[src/rtl/gain_shift_encoder_if.sv]
// Control-side bundle between the volume/envelope logic and the gain shift encoder.
// The encoder owns busy/done/codes; the controller owns start/gain.
interface gain_shift_encoder_if #(
    parameter int GAIN_W = 9
);
    logic              start;
    logic [GAIN_W-1:0] gain;
    logic              busy;
    logic              done;
    logic [3:0]        a;
    logic [3:0]        b;
    logic [3:0]        c;
    logic [3:0]        d;
    logic              exact;
    logic              mute;

    modport master (
        output start, gain,
        input  busy, done, a, b, c, d, exact, mute
    );

    modport slave (
        input  start, gain,
        output busy, done, a, b, c, d, exact, mute
    );
endinterface

[src/rtl/gain_shift_encoder.sv]
// Greedy encoder: scans a Q1.(GAIN_W-1) gain MSB-first, one bit per clock, and emits
// up to four shift codes for the shift-add attenuator. Codes change only when a scan completes.
module gain_shift_encoder #(
    parameter int GAIN_W = 9
) (
    input  logic                 clk,
    input  logic                 reset,
    gain_shift_encoder_if.slave  bus
);
    localparam int IDX_W = (GAIN_W > 1) ? $clog2(GAIN_W) : 1;

    typedef enum logic [1:0] {
        IDLE,
        SCAN,
        FINISH
    } state_t;

    state_t            r_state;
    state_t            w_next;
    logic [GAIN_W-1:0] r_gain;
    logic [IDX_W-1:0]  r_idx;
    logic [2:0]        r_cnt;
    logic [3:0][3:0]   r_slot;
    logic              r_drop;
    logic              r_busy;
    logic              r_done;
    logic [3:0]        r_a;
    logic [3:0]        r_b;
    logic [3:0]        r_c;
    logic [3:0]        r_d;
    logic              r_exact;
    logic              r_mute;

    logic              w_accept;
    logic              w_bit;
    logic              w_last;
    logic [3:0]        w_shift;

    assign w_bit   = r_gain[r_idx];
    assign w_last  = (r_idx == '0);
    assign w_shift = 4'(GAIN_W - 1) - 4'(r_idx);

    always_comb begin
        w_next   = r_state;
        w_accept = 1'b0;
        case (r_state)
            IDLE: begin
                if (bus.start) begin
                    w_next   = SCAN;
                    w_accept = 1'b1;
                end
            end
            SCAN: begin
                if (w_last) w_next = FINISH;
            end
            FINISH: w_next = IDLE;
            default: w_next = IDLE;
        endcase
    end

    always_ff @(posedge clk) begin
        if (reset) begin
            r_state <= IDLE;
            r_gain  <= '0;
            r_idx   <= '0;
            r_cnt   <= '0;
            r_slot  <= '1;
            r_drop  <= 1'b0;
            r_busy  <= 1'b0;
            r_done  <= 1'b0;
            r_a     <= 4'd0;
            r_b     <= 4'hF;
            r_c     <= 4'hF;
            r_d     <= 4'hF;
            r_exact <= 1'b1;
            r_mute  <= 1'b0;
        end else begin
            r_state <= w_next;
            r_done  <= 1'b0;
            if (w_accept) begin
                r_gain <= bus.gain;
                r_idx  <= IDX_W'(GAIN_W - 1);
                r_cnt  <= '0;
                r_slot <= '1;
                r_drop <= 1'b0;
                r_busy <= 1'b1;
            end
            if (r_state == SCAN) begin
                if (w_bit) begin
                    if (r_cnt < 3'd4) begin
                        r_slot[r_cnt[1:0]] <= w_shift;
                        r_cnt              <= r_cnt + 3'd1;
                    end else begin
                        r_drop <= 1'b1;
                    end
                end
                if (!w_last) r_idx <= r_idx - 1'b1;
            end
            // Working slots start at 15, so an empty scan naturally yields a=15.
            if (r_state == FINISH) begin
                r_a     <= r_slot[0];
                r_b     <= r_slot[1];
                r_c     <= r_slot[2];
                r_d     <= r_slot[3];
                r_exact <= ~r_drop;
                r_mute  <= (r_cnt == 3'd0);
                r_done  <= 1'b1;
                r_busy  <= 1'b0;
            end
        end
    end

    assign bus.busy  = r_busy;
    assign bus.done  = r_done;
    assign bus.a     = r_a;
    assign bus.b     = r_b;
    assign bus.c     = r_c;
    assign bus.d     = r_d;
    assign bus.exact = r_exact;
    assign bus.mute  = r_mute;
endmodule

[src/flat_wrapper.sv]
// flat-port wrapper written by rule: the top's interface ports become plain ports
module gain_shift_encoder_flat 
#(
    parameter int GAIN_W = 9
)
  (clk, reset, bus_start, bus_gain, bus_busy, bus_done, bus_a, bus_b, bus_c, bus_d, bus_exact, bus_mute);
  gain_shift_encoder_if #(.GAIN_W(GAIN_W)) bus_i ();
  input  logic clk;
  input  logic reset;
  input wire logic [$bits(bus_i.start)-1:0] bus_start;
  input wire logic [$bits(bus_i.gain)-1:0] bus_gain;
  output wire logic [$bits(bus_i.busy)-1:0] bus_busy;
  output wire logic [$bits(bus_i.done)-1:0] bus_done;
  output wire logic [$bits(bus_i.a)-1:0] bus_a;
  output wire logic [$bits(bus_i.b)-1:0] bus_b;
  output wire logic [$bits(bus_i.c)-1:0] bus_c;
  output wire logic [$bits(bus_i.d)-1:0] bus_d;
  output wire logic [$bits(bus_i.exact)-1:0] bus_exact;
  output wire logic [$bits(bus_i.mute)-1:0] bus_mute;
  assign bus_i.start = bus_start;
  assign bus_i.gain = bus_gain;
  assign bus_busy = bus_i.busy;
  assign bus_done = bus_i.done;
  assign bus_a = bus_i.a;
  assign bus_b = bus_i.b;
  assign bus_c = bus_i.c;
  assign bus_d = bus_i.d;
  assign bus_exact = bus_i.exact;
  assign bus_mute = bus_i.mute;
  gain_shift_encoder #(.GAIN_W(GAIN_W)) u_core (.clk(clk), .reset(reset), .bus(bus_i));
endmodule
[config.mk]
export PLATFORM = sky130hd
export DESIGN_NAME = gain_shift_encoder_flat
export DESIGN_NICKNAME = d
export VERILOG_FILES = /design/src/rtl/gain_shift_encoder_if.sv /design/src/rtl/gain_shift_encoder.sv /design/src/flat_wrapper.sv
export SDC_FILE = /design/constraint.sdc
export NUM_CORES = 1
export LEC_CHECK = 0
export ABC_CLOCK_PERIOD_IN_PS = 2100
export BUFFER_PORTS_ARGS = -buffer_cell sky130_fd_sc_hd__buf_2
export CAP_MARGIN = 20
export CORE_UTILIZATION = 35
export CTS_CLUSTER_SIZE = 25
export DETAILED_ROUTE_END_ITERATION = 16
export HOLD_SLACK_MARGIN = 0.06
export PLACE_DENSITY = 0.63
export SYNTH_ARGS = -nofsm -noshare
export SYNTH_HDL_FRONTEND = slang
export SYNTH_SLANG_ARGS = --single-unit
[constraint.sdc]
create_clock -name clk -period 2.1 [get_ports clk]
set_input_delay 0.63 -clock clk [delete_from_list [all_inputs] [get_ports clk]]
set_output_delay 0.63 -clock clk [all_outputs]
set_load 0.01 [all_outputs]
==> flow_metrics.tcl <==
set metrics [dict create \
    drt_iter0_drc 102 \
    viasPerCell 5.224 \
    numCtsBuffers 5 \
    ys_ff_latch 55 \
    grt_pass1_vias 1732 \
    grt_start_max_net_pins 18 \
    worstSetupPathType "flip-flop to flip-flop" \
    path_max_fanout 11 \
    fmax_mhz 529.1 \
    irDropWorstVdd_mv 0.4254 \
    ys_seq_area_share_pct 46.73 \
    globalplace.congestion 0.8338 \
    critPathArrivalTime_ns 2.07 \
    start_util_pct 36.68 \
    syn2layout_area_growth_pct 14.34 \
    p_leak_nw 1.089 \
    worstMarginPinSlew_ns 0.5683 \
    clock_latency_ns 0.31 \
    fin_nets 291 \
    crit_path_end_kind "flip-flop" \
    die_y_um 84.05 \
    die_w_um 84.05 \
    post-cts-setup-buffers 0 \
    drc_errors 2 \
    max_slew_margin_pct 62.11 \
    status "finished, violations left" \
    maxCapViolCount 0 \
    antenna_found_initial 0 \
    grt_usage_pct 15.03 \
    place_ws_ns 0.1655 \
    drv_slew 0 \
    grt_setup_unrepaired "false" \
    num_vias 1839 \
    cts_tree "built" \
    root_buffer "clkbuf_8" \
    report.final.setup_viol 0 \
    fin_crit_ns 1.890 \
    tns_ns 0 \
    finClkSkew_ns 0.01054 \
    cts_buffer_depth 2 \
    final_antenna_net_count 0 \
    hold_class "flip-flop to flip-flop" \
    place_area_sq_um 2579 \
    power_density_nw_per_um2 780.3 \
    die_area_sq_um 7064 \
    syn_nets 262 \
    synth_area_sq_um 2356 \
    period_share_pct 89.99 \
    first_pass_iters 10 \
    antenna_cells 0 \
    whs_path_depth 2 \
    cts.clk_slew.worst_paths_ns 0.10 \
    cts_num_sinks 55 \
    ys_types 42 \
    ioPinCount 32 \
    setup_slack_ns 0.2101 \
    start_kind "flip-flop" \
    postSynthCellCount 245 \
    htree_levels 2 \
    fin_area_sq_um 2694 \
    drive_gt1_share_pct 20.36 \
    wire_per_inst_um 14.11 \
    cp.required_ns 2.28 \
    rows 29 \
    gr-total-overflow 0 \
    hpwl_mm 3.680 \
    coreArea_sq_um 6422 \
    synth_area_per_cell_sq_um 9.616 \
    port_buffers 31 \
    grt_pass1_wl_mm 8.487 \
    yosysWarningCount 0 \
    violations "design-rule violations" \
    whs_ns 0.4625 \
    hold_viol 0 \
    drt-total-wl_mm 4.968 \
    ff2ff_path_depth 4 \
]
[worst max-delay path, stage by stage, from the launching register on]
cell and delay [ns]:
dfxtp_1 0.60, mux2i_1 0.19, a221oi_4 0.59, a21oi_2 0.22
mux2i_1 0.16
[flip-flops by register name, summed over array words and instances, names as in the netlist, 2 cells and up]
| register | count |
|---|---|
| u_core.r_cnt | 3 |
| u_core.bus.d | 4 |
| u_core.bus.b | 4 |
| u_core.r_state | 2 |
| u_core.r_gain | 9 |
| u_core.r_slot | 16 |
| u_core.bus.c | 4 |
| u_core.r_idx | 4 |
| u_core.bus.a | 4 |
[repair_timing]
item | 4_1_cts | 5_1_grt
setup endpoints to repair | 0 | 9
hold buffers | 0 | 0
gates resized for setup | 0 | 1
hold endpoints to repair | 0 | 0
[layer usage]
layer / track usage (%) / part of all wire [%] / up-vias
met2: 23.99 / 46 / 25
li1: - / - / 928
met4: 4.075 / 0.99 / 0
met3: 3.660 / 2.3 / 5
met1: 20.22 / 50 / 881
met5: 0 / 0 / -
[Yosys cell counts, drive strengths merged]
cell / number / area, sq um
dfxtp: 55 / 1101
nor2: 27 / 101.4
a21oi: 23 / 130.1
nand2: 21 / 78.83
mux2i: 20 / 200.2
o22a: 12 / 105.1
clkbuf: 10 / 40.04
nor3: 8 / 40.04
buf: 6 / 41.28
inv: 6 / 22.52
nand2b: 6 / 37.54
a221oi: 5 / 73.83
ha: 5 / 62.56
nor2b: 5 / 31.28
a22o: 4 / 35.03
nand3: 4 / 20.02
nor3b: 3 / 22.52
o21ai: 3 / 15.01
a2111o: 2 / 22.52
a2111oi: 2 / 17.52
nand4bb: 2 / 22.52
or3b: 2 / 17.52
or4bb: 2 / 22.52
a211o: 1 / 8.760
a22oi: 1 / 7.510
a32o: 1 / 10.01
a32oi: 1 / 8.760
and2: 1 / 6.260
mux2: 1 / 11.26
nand4: 1 / 6.260
nor4: 1 / 6.260
nor4b: 1 / 8.760
or2: 1 / 6.260
or3: 1 / 6.260
xnor2: 1 / 8.760
[report_power, final]
group | internal, mW | leakage [nW] | switching [mW]
Combinational | 0.106 | 0.586 | 0.166
Sequential | 1.08 | 0.447 | 0.0334
Clock | 0.361 | 0.0558 | 0.358
[kinds of logic after synthesis]
group	share of synthesized area [%]
adders and majority gates	2.655
muxes	8.975
buffers and inverters	4.407
AOI/OAI and AO/OA	18.43
DFF	46.73
xor gates and xnor gates	0.3718
and+or+nand+nor	18.43
[final timing paths]
| path | startpoint | to | slack [ns] |
|---|---|---|---|
| max | u_core.r_idx[2] | u_core.r_slot[13] | 0.21 |
| min | u_core.r_gain[5] | u_core.r_gain[5] | 0.46 |
| max reg2reg | u_core.r_idx[2] | u_core.r_slot[13] | 0.21 |
| min reg2reg | u_core.r_gain[5] | u_core.r_gain[5] | 0.46 |
[layout make-up]
cell class / instances / area (sq um)
fill: 632 / 3729
sequential: 55 / 1101
clock buffer: 6 / 72.57
tap: 77 / 96.34
timing repair buffer: 38 / 207.7
clock inverter: 2 / 38.79
inverter: 6 / 22.52
multi-input combinational: 168 / 1155
[stage by stage]
stage	utilization [%]	power (mW)	std cells
2_1_floorplan	-	1.326	245
3_3_place_gp	40.15	1.404	344
3_5_place_dp	40.15	1.408	344
4_1_cts	41.89	2.112	352
5_1_grt	41.94	2.187	352
6_report	41.94	2.102	352
[layout by cell type, fill, tap and decap left out, types with 3 or more instances in the layout]
master,Yosys,routed
nor3b_1,3,3
nor3_1,8,8
a21oi_1,19,19
buf_2,3,31
mux2i_1,20,19
a22o_1,4,4
ha_1,5,5
nor2_1,27,27
o21ai_0,3,3
nor2b_1,5,5
nand2_1,21,21
dfxtp_1,55,55
nand3_1,4,4
nand2b_1,6,6
buf_4,0,7
a21oi_2,4,4
inv_1,6,6
clkbuf_8,0,5
o22a_1,12,12
No activity file was read; power rests on OpenSTA's default activity.
